File: src/rtl/port_pkg.sv
// Shared types for the switch port frontends: word width, read FSM states,
// buffer entry layout and packet header field positions.
package port_pkg;

  localparam int unsigned DATA_W = 16;

  typedef enum logic [1:0] {
    IDLE = 2'd0,
    SOP  = 2'd1,
    DATA = 2'd2,
    EOP  = 2'd3
  } rd_state_t;

  typedef struct packed {
    logic              last;
    logic [DATA_W-1:0] data;
  } buf_entry_t;

  // First word of every packet: length[15:7], prior[6:4], dest[3:0]
  typedef struct packed {
    logic [8:0] length;
    logic [2:0] prior;
    logic [3:0] dest;
  } pkt_hdr_t;

endpackage

File: src/rtl/port_rd_frontend_if.sv
// Backend word stream, backpressure and downstream read bus of one port.
interface port_rd_frontend_if;
  import port_pkg::*;

  logic              xfer_data_vld;
  logic [DATA_W-1:0] xfer_data;
  logic              end_of_packet;
  logic              xfer_pause;
  logic              ready;
  logic              rd_sop;
  logic              rd_vld;
  logic [DATA_W-1:0] rd_data;
  logic              rd_eop;
  logic              overflow;

  modport master (
    input  xfer_data_vld, xfer_data, end_of_packet, ready,
    output xfer_pause, rd_sop, rd_vld, rd_data, rd_eop, overflow
  );

  modport slave (
    output xfer_data_vld, xfer_data, end_of_packet, ready,
    input  xfer_pause, rd_sop, rd_vld, rd_data, rd_eop, overflow
  );

endinterface

File: src/rtl/port_rd_fifo.sv
// Synchronous DEPTH x {last,data} word buffer with occupancy count and a
// sticky flag for writes dropped while full.
module port_rd_fifo
  import port_pkg::*;
#(
  parameter int unsigned DEPTH = 64
) (
  input  logic                       clk,
  input  logic                       rst_n,
  input  logic                       push,
  input  buf_entry_t                 wr_entry,
  input  logic                       pop,
  output buf_entry_t                 rd_entry_c,
  output logic [$clog2(DEPTH):0]     word_cnt,
  output logic [$clog2(DEPTH):0]     word_cnt_nxt_c,
  output logic                       full_c,
  output logic                       empty_c,
  output logic                       overflow
);

  localparam int unsigned AW = $clog2(DEPTH);
  localparam int unsigned CW = AW + 1;

  buf_entry_t    mem [DEPTH];
  logic [AW-1:0] wr_ptr;
  logic [AW-1:0] rd_ptr;
  logic          do_push;
  logic          do_pop;

  assign full_c     = (word_cnt == CW'(DEPTH));
  assign empty_c    = (word_cnt == '0);
  assign do_push    = push && !full_c;
  assign do_pop     = pop && !empty_c;
  assign rd_entry_c = mem[rd_ptr];

  always_comb begin
    word_cnt_nxt_c = word_cnt;
    if (do_push && !do_pop) begin
      word_cnt_nxt_c = word_cnt + CW'(1);
    end else if (!do_push && do_pop) begin
      word_cnt_nxt_c = word_cnt - CW'(1);
    end
  end

  // Pointers wrap naturally since DEPTH is a power of two
  always_ff @(posedge clk) begin
    if (!rst_n) begin
      wr_ptr   <= '0;
      rd_ptr   <= '0;
      word_cnt <= '0;
      overflow <= 1'b0;
    end else begin
      if (do_push) wr_ptr <= wr_ptr + AW'(1);
      if (do_pop)  rd_ptr <= rd_ptr + AW'(1);
      word_cnt <= word_cnt_nxt_c;
      if (push && full_c) overflow <= 1'b1;
    end
  end

  // Storage needs no reset: occupancy is defined by the pointers alone
  always_ff @(posedge clk) begin
    if (do_push) mem[wr_ptr] <= wr_entry;
  end

endmodule

File: src/rtl/port_rd_frontend.sv
// Egress read frontend: buffers backend packet words and replays them as
// sop / vld+data / eop on the downstream bus, paced by ready.
module port_rd_frontend
  import port_pkg::*;
#(
  parameter int unsigned DEPTH    = 64,
  parameter int unsigned START_TH = 32,
  parameter int unsigned PAUSE_TH = 4
) (
  input  logic               clk,
  input  logic               rst_n,
  port_rd_frontend_if.master bus
);

  localparam int unsigned CW = $clog2(DEPTH) + 1;

  rd_state_t     state;
  rd_state_t     state_nxt;
  logic [CW-1:0] pkt_cnt;
  logic [CW-1:0] pkt_cnt_nxt;
  logic [CW-1:0] word_cnt;
  logic [CW-1:0] word_cnt_nxt_c;
  logic          full_c;
  logic          empty_c;
  logic          push_c;
  logic          pop_c;
  logic          push_last_c;
  logic          pop_last_c;
  logic          pause_nxt_c;
  logic          fifo_overflow;
  buf_entry_t    wr_entry;
  buf_entry_t    rd_entry_c;

  port_rd_fifo #(.DEPTH(DEPTH)) u_fifo (
    .clk            (clk),
    .rst_n          (rst_n),
    .push           (bus.xfer_data_vld),
    .wr_entry       (wr_entry),
    .pop            (pop_c),
    .rd_entry_c     (rd_entry_c),
    .word_cnt       (word_cnt),
    .word_cnt_nxt_c (word_cnt_nxt_c),
    .full_c         (full_c),
    .empty_c        (empty_c),
    .overflow       (fifo_overflow)
  );

  assign wr_entry     = '{last: bus.end_of_packet, data: bus.xfer_data};
  assign push_c       = bus.xfer_data_vld && !full_c;
  assign pop_c        = (state == DATA) && bus.ready && !empty_c;
  assign push_last_c  = push_c && bus.end_of_packet;
  assign pop_last_c   = pop_c && rd_entry_c.last;
  assign pause_nxt_c  = (CW'(DEPTH) - word_cnt_nxt_c) <= CW'(PAUSE_TH);
  assign bus.overflow = fifo_overflow;

  // A packet may start once it is complete or enough of it is buffered
  always_comb begin
    state_nxt = state;
    unique case (state)
      IDLE: if (bus.ready && (pkt_cnt != '0 || word_cnt >= CW'(START_TH))) state_nxt = SOP;
      SOP:  state_nxt = DATA;
      DATA: if (pop_last_c) state_nxt = EOP;
      EOP:  state_nxt = IDLE;
      default: state_nxt = IDLE;
    endcase
  end

  always_comb begin
    pkt_cnt_nxt = pkt_cnt;
    if (push_last_c && !pop_last_c) begin
      pkt_cnt_nxt = pkt_cnt + CW'(1);
    end else if (!push_last_c && pop_last_c) begin
      pkt_cnt_nxt = pkt_cnt - CW'(1);
    end
  end

  always_ff @(posedge clk) begin
    if (!rst_n) begin
      state   <= IDLE;
      pkt_cnt <= '0;
    end else begin
      state   <= state_nxt;
      pkt_cnt <= pkt_cnt_nxt;
    end
  end

  // rd_data only moves on a pop so it holds across rd_vld gaps
  always_ff @(posedge clk) begin
    if (!rst_n) begin
      bus.rd_sop     <= 1'b0;
      bus.rd_vld     <= 1'b0;
      bus.rd_data    <= '0;
      bus.rd_eop     <= 1'b0;
      bus.xfer_pause <= 1'b0;
    end else begin
      bus.rd_sop     <= (state_nxt == SOP);
      bus.rd_vld     <= pop_c;
      bus.rd_eop     <= (state == EOP);
      bus.xfer_pause <= pause_nxt_c;
      if (pop_c) bus.rd_data <= rd_entry_c.data;
    end
  end

endmodule

File: src/flat_wrapper.sv
// flat-port wrapper written by rule: the top's interface ports become plain ports
module port_rd_frontend_flat import port_pkg::*;
#(
  parameter int unsigned DEPTH    = 64,
  parameter int unsigned START_TH = 32,
  parameter int unsigned PAUSE_TH = 4
)
  (clk, rst_n, bus_xfer_data_vld, bus_xfer_data, bus_end_of_packet, bus_ready, bus_xfer_pause, bus_rd_sop, bus_rd_vld, bus_rd_data, bus_rd_eop, bus_overflow);
  port_rd_frontend_if bus_i ();
  input  logic clk;
  input  logic rst_n;
  input wire logic [$bits(bus_i.xfer_data_vld)-1:0] bus_xfer_data_vld;
  input wire logic [$bits(bus_i.xfer_data)-1:0] bus_xfer_data;
  input wire logic [$bits(bus_i.end_of_packet)-1:0] bus_end_of_packet;
  input wire logic [$bits(bus_i.ready)-1:0] bus_ready;
  output wire logic [$bits(bus_i.xfer_pause)-1:0] bus_xfer_pause;
  output wire logic [$bits(bus_i.rd_sop)-1:0] bus_rd_sop;
  output wire logic [$bits(bus_i.rd_vld)-1:0] bus_rd_vld;
  output wire logic [$bits(bus_i.rd_data)-1:0] bus_rd_data;
  output wire logic [$bits(bus_i.rd_eop)-1:0] bus_rd_eop;
  output wire logic [$bits(bus_i.overflow)-1:0] bus_overflow;
  assign bus_i.xfer_data_vld = bus_xfer_data_vld;
  assign bus_i.xfer_data = bus_xfer_data;
  assign bus_i.end_of_packet = bus_end_of_packet;
  assign bus_i.ready = bus_ready;
  assign bus_xfer_pause = bus_i.xfer_pause;
  assign bus_rd_sop = bus_i.rd_sop;
  assign bus_rd_vld = bus_i.rd_vld;
  assign bus_rd_data = bus_i.rd_data;
  assign bus_rd_eop = bus_i.rd_eop;
  assign bus_overflow = bus_i.overflow;
  port_rd_frontend #(.DEPTH(DEPTH), .START_TH(START_TH), .PAUSE_TH(PAUSE_TH)) u_core (.clk(clk), .rst_n(rst_n), .bus(bus_i));
endmodule
File: config.mk
export PLATFORM = sky130hd
export DESIGN_NAME = port_rd_frontend_flat
export DESIGN_NICKNAME = d
export VERILOG_FILES = /design/src/rtl/port_pkg.sv /design/src/rtl/port_rd_frontend_if.sv /design/src/rtl/port_rd_fifo.sv /design/src/rtl/port_rd_frontend.sv /design/src/flat_wrapper.sv
export SDC_FILE = /design/constraint.sdc
export NUM_CORES = 1
export LEC_CHECK = 0
export ABC_AREA = 1
export CAP_MARGIN = 10
export CORE_ASPECT_RATIO = 1.4
export CORE_MARGIN = 10
export CORE_UTILIZATION = 50
export CTS_CLUSTER_DIAMETER = 80
export DETAILED_ROUTE_END_ITERATION = 10
export PLACE_DENSITY = 0.68
export SYNTH_ARGS = -nofsm -noshare
export SYNTH_HDL_FRONTEND = slang
export SYNTH_SLANG_ARGS = --single-unit
File: constraint.sdc
create_clock -name clk -period 2.9 [get_ports clk]
set_clock_uncertainty 0.15 [all_clocks]
set_input_delay 0.435 -clock clk [delete_from_list [all_inputs] [get_ports clk]]
set_output_delay 0.435 -clock clk [all_outputs]
set_load 0.02 [all_outputs]
* Yosys cells after proc, flatten, opt, wreduce, memory -nomap -nowiden
Memory sizes are Yosys's and may differ from the RTL's. A register that Yosys moved wholly into a read port is not among the register bits.
Index checks and enable logic that the tools add are counted.
** Storage, ports and cells
- Flip-flop bits (word level) :: 49
- Memory bits (writable) :: 1088
- Bits of input ports :: 21
- Output and inout port bits :: 21
- Memories :: 1
** Operators by class
- Add/subtract/negate cells :: 7
- Order comparisons :: 2
- Equal/unequal tests :: 5
- Mux-type cells :: 11
- Reduce and logical (&&, ||, !) cells :: 23
** Memory list
- u_core.u_fifo.mem :: words 64, bits a word 17, rd ports 1, clocked after Yosys merged registers in 1, write ports 1, RTL line port_rd_fifo.sv:24 : buf_entry_t mem [DEPTH];
** Operators with widths (count)
- 2-to-1 mux 7 bit :: 4
- adder 7 x 1 -> 7 bit, second input constant :: 2
- subtractor 7 x 1 -> 7 bit, second input constant :: 2
- adder 6 x 1 -> 6 bit, second input constant :: 2
- logical AND 1 bit :: 12
- 2-to-1 mux 6 bit :: 2
- case mux 2 bit (4 select lines) :: 1
- == test 7 bit, second input constant :: 1
- >= comparator 7 x 6 -> 1 bit, second input constant :: 1
- <= comparator 7 x 3 -> 1 bit, second input constant :: 1
- logical NOT 7 bit :: 1
- nonzero test 7 bit :: 1
- subtractor 7 bit, first input constant :: 1
- logical NOT 1 bit :: 6
- == test 2 x 1 -> 1 bit, second input constant :: 2
- == test 2 bit, second input constant :: 2
- 2-to-1 mux 2 bit :: 2
- logical NOT 2 bit :: 1
- 2-to-1 mux 1 bit :: 2
- nonzero test 2 bit :: 1
- logical OR 1 bit :: 1

* Depth between registers and ports, before layout
- Depth in word-level cells :: 9
- Mapped depth :: 26
- Depth with buffers taken out :: 23

* Modules after synthesis
Synthesis repeated with hierarchy kept, for this count alone.
** Second synthesis, totals
- Cell total of the unflattened synthesis :: 4081
- Area, all modules :: 46791.1 um^2
** Modules (own cells, without submodules)
- port_rd_fifo :: instances 1, cells each 3893, area each 45397.3 um^2
- port_rd_frontend :: instances 1, cells each 188, area each 1393.8 um^2

* Worst setup path after synthesis
Ideal clock, no wire load.
- Path type :: reg-to-reg
- Start point :: register with a tool-made name
- End point :: register u_core.pkt_cnt[6]
- Setup time :: 119 ps
- Arrival time :: 2776 ps
- Data required time :: 2631 ps
- Path slack :: -145 ps
- Cell stages (with the launch flop) :: 27
- Cell sequence :: dfxtp_1 > buf_6 > buf_12 > buf_12 > buf_8 > nand2_1 > nand3_1 > nand3_1 > nand2_1 > nand2_1 > nand3_1 > nand3_1 > nand2_1 > nand2_1 > ha_1 > inv_1 > ha_1 > a21oi_1 > nand2_1 > nand2_1 > nand2_1 > a21oi_1 > nor2_1 > nor2_1 > nand2_1 > o21ai_0 > a21oi_1
** RTL lines
- end signal: assignment :: RTL line port_rd_frontend.sv:83 : pkt_cnt <= pkt_cnt_nxt;
- end: declaration :: RTL line port_rd_frontend.sv:19 : logic [CW-1:0] pkt_cnt;

==> summary.txt <==
Floorplan
  • Rows: between 100 and 150
  • Die area: 105000 um2
  • Die Y: about 380 um
  • Initial Util: between 50% and 60%
  • I/O pin total: between 40 and 50
  • Core Region: just over 90000 um2
  • Die X: 277 um

Pwr
  • Total power: 36.3 mW
  • PwrDens: a little under 700 nW/um2
  • Leakage: 18.3 nW
  • Peak supply drop: roughly 0.00043 V

Placed design
  • Inst Count DP: between 5000 and 6000
  • Buffers on Ports: about 40
  • RePlAce Congestion: ~0.9
  • Placed instance area: ~49000 um2
  • Hpwl dp: a little over 70 mm

Logic synthesis
  • Sequential-to-total area share from yosys stat: around three quarters
  • Post-Syn Nets: 3866
  • Netlist cell types: 35
  • Avg Inst Size Synth: about 12 um2
  • Area share of the largest cell type after synthesis: just over 70%
  • Cell taking the most area after synthesis: edfxtp_1
  • Yosys warnings: 0
  • Cell Area, Synth: between 40000 and 50000 um2
  • Top cells by area, synth: edfxtp_1 71%, nand2_1 5.5%, nand3_1 4.9%, o21ai_0 4.4%, nor2_1 3.9%
  • Mapped Cells: 3831
  • Synth Register Bits: 1143

Global routing
  • Largest net degree at the start of global routing: approximately 180
  • Vias in the first global route: 29758
  • GRT overflow: 0
  • First-pass GRT wire length: roughly 180 mm
  • Overall routing resource usage: a little under a quarter
  • Antenna violations before repair: 2

Hold path
  • Hold-critical path depth: 1
  • Hold/Removal Path Class: in -> reg
  • Hold Path End: u_core.u_fifo.mem[1][9]$_DFFE_PP_
  • Min-delay src: bus_xfer_data[9]

Worst setup path
  • Worst reg2reg path depth: 21
  • Worst endpoint required time: around 3.3 ns
  • Reg-to-reg endpoint: u_core.pkt_cnt[5]$_SDFFE_PN0P_
  • CP arrival: about 3.5 ns
  • CP Capture Type: register
  • Startpoint Class: register
  • Flop-to-flop setup slack: -0.10 ns
  • Worst-path fanout max: 8
  • Crit path kind: reg -> reg

Finish
  • Fillcell total: just over 7000
  • P&R area growth vs syn: 14.6%
  • Final std cells w/o fill: approximately 5200
  • Reg area: between 30000 and 40000 um2
  • Commonest non-fill, non-tap cell in the layout: edfxtp_1
  • Share of cells above drive strength 1: between 10% and 20%
  • Fin area: 52900 um2
  • Area of the multi-input gates: 10900 um2
  • Nets: between 3000 and 4000
  • Most frequent cells in the layout: 1088 x edfxtp_1, 668 x nand2_1, 465 x nor2_1

Outcome
  • Status: finished with violations
  • Failing checks: setup timing

STA
  • Min setup slack post-route: -0.103 ns
  • Final-report setup violation count: 3
  • Max Freq: 0.333 GHz
  • Slew at the pin closest to its max-slew limit: approximately 1 ns
  • Period utilization: 104%
  • Hold WS: roughly 0.032 ns
  • RSZ-0062 raised after global routing: yes
  • Max Slew Vio Count: 0
  • Headroom to the max-slew limit: between 30 and 40%
  • Crit path time final: between 3 and 4 ns
  • Hold Violations, Final: 0

Routing
  • Vias per cell: 5.90
  • Wire per inst: around 24 um
  • Final ANT Viol Nets: 0
  • WL final: ~120 mm
  • DRC: 0
  • TritonRoute pass-1 iters: 6
  • Initial DRC Count: between 3000 and 4000
  • Vias: around 31000

Clock network
  • Root buffer cell: clkbuf_16
  • Hold Buf Count CTS: 0
  • CTS HTree Levels: 3
  • CTS tree: yes
  • CTS sink cnt: 1143
  • Worst-Skew Late Latency: between 0.7 and 0.8 ns
  • Register clock-pin slew on the reported worst setup and hold paths: about 0.070 ns
  • Max Root-Sink Buffers: 3
  • Num CTS Buffers: roughly 100

Flow run
  • Max-cap viol count: 0
-- metrics by stage --
| step | TNS (ns) | utilization, % | worst slack, ns |
|---|---|---|---|
| after floorplan | -0.00831 | - | -0.00831 |
| after global routing | -0.674 | 57.9 | -0.289 |
| after CTS | -0.123 | 57.6 | -0.0425 |
| after detailed placement | -1.05 | 53.8 | -0.197 |
| after global placement | -0.340 | 53.8 | -0.150 |
| final | -0.202 | 57.9 | -0.103 |
-- worst max path at each step --
stage	startpoint	to	slack [ns]	cells past startpoint
after CTS	register	u_core.pkt_cnt[6]$_SDFFE_PN0P_	-0.04	24
after global placement	register	u_core.pkt_cnt[6]$_SDFFE_PN0P_	-0.15	23
final	register	u_core.pkt_cnt[5]$_SDFFE_PN0P_	-0.10	21
after global routing	register	u_core.pkt_cnt[6]$_SDFFE_PN0P_	-0.29	24
after detailed placement	register	u_core.pkt_cnt[5]$_SDFFE_PN0P_	-0.20	20
after floorplan	register	u_core.pkt_cnt[6]$_SDFFE_PN0P_	-0.008	26
-- cell type report --
type                       instances  share of cell area [%]
timing repair buffer             250                    5.54
tap                             1197                    2.83
antenna                            1                 0.00473
inverter                         121                   0.918
multi-input combinational       2321                    20.6
clock buffer                     130                    5.16
timing repair inverter             1                  0.0308
sequential                      1143                    63.9
clock inverter                    56                    1.03
-- flip-flops by register name, indices dropped and copies added, names as in the netlist, 2 cells and up, named ones only --
register and cells:
u_core.u_fifo.mem 1088, u_core.bus.rd_data 16, u_core.pkt_cnt 7, u_core.u_fifo.word_cnt 7, u_core.u_fifo.rd_ptr 6, u_core.u_fifo.wr_ptr 6
u_core.state 2
-- cells in the mapped netlist, drive strengths merged --
cell type,number
o41ai,1
a21oi,68
fa,1
a31oi,3
clkbuf,102
nand2,685
o21ai,419
clkinv,2
edfxtp,1088
dfxtp,55
ha,13
inv,119
nand3,448
buf,144
nor2,480
o22ai,176
xor2,11
nand4,7
o21ba,1
nor3b,1
nor3,7
-- per-layer routing --
metal  up-vias  wire length [um]  global-route usage, %
met5         -                29                      0
met4         4              4790                   10.1
met2      1424             62300                   39.5
met1     15184             47800                   28.8
li1      13916                 -                      -
met3       248              9460                   3.15
-- timing repair --
| action | 4_1_cts | 5_1_grt |
|---|---|---|
| gates resized for setup | 19 | 56 |
| buffers inserted | 7 | 4 |
| cloned | 3 | 2 |
| pin swaps | 16 | 19 |
| endpoints found under the setup margin | 17 | 19 |
-- kinds of logic (layout without fill, tap and decap cells) --
group                    after synthesis  after routing  synth area share, %
flip-flops                          1143           1143                 73.2
AND/OR/NAND/NOR                     1628           1628                 14.6
buffers and inverters                367            558                 3.87
other                                  0              1                    0
AO/OA/AOI/OAI                        668            668                 7.75
adder cells (fa/ha/maj)               14             14                0.396
XOR/XNOR                              11             11                0.209
-- worst max-delay path, stage by stage (launching register included) --
cell and delay, ns:
dfxtp_4 0.37, buf_12 0.17, buf_12 0.15, nand2_4 0.05
nand3_2 0.07, nand3_2 0.08, nand2_2 0.08, nand2_2 0.05
nand3_2 0.09, nand3_2 0.09, nand2_4 0.13, nand2_4 0.07
ha_4 0.18, inv_6 0.08, ha_4 0.23, a21oi_4 0.16
nand2_2 0.09, a21oi_2 0.14, o21ai_1 0.09, xor2_1 0.16
o21ai_1 0.13, inv_1 0.04
-- power by group --
group,internal (mW),switching (mW)
clock network,7.46,5.93
registers,18.2,0.100
logic,1.40,3.19
No activity file was read; power rests on OpenSTA's default activity.
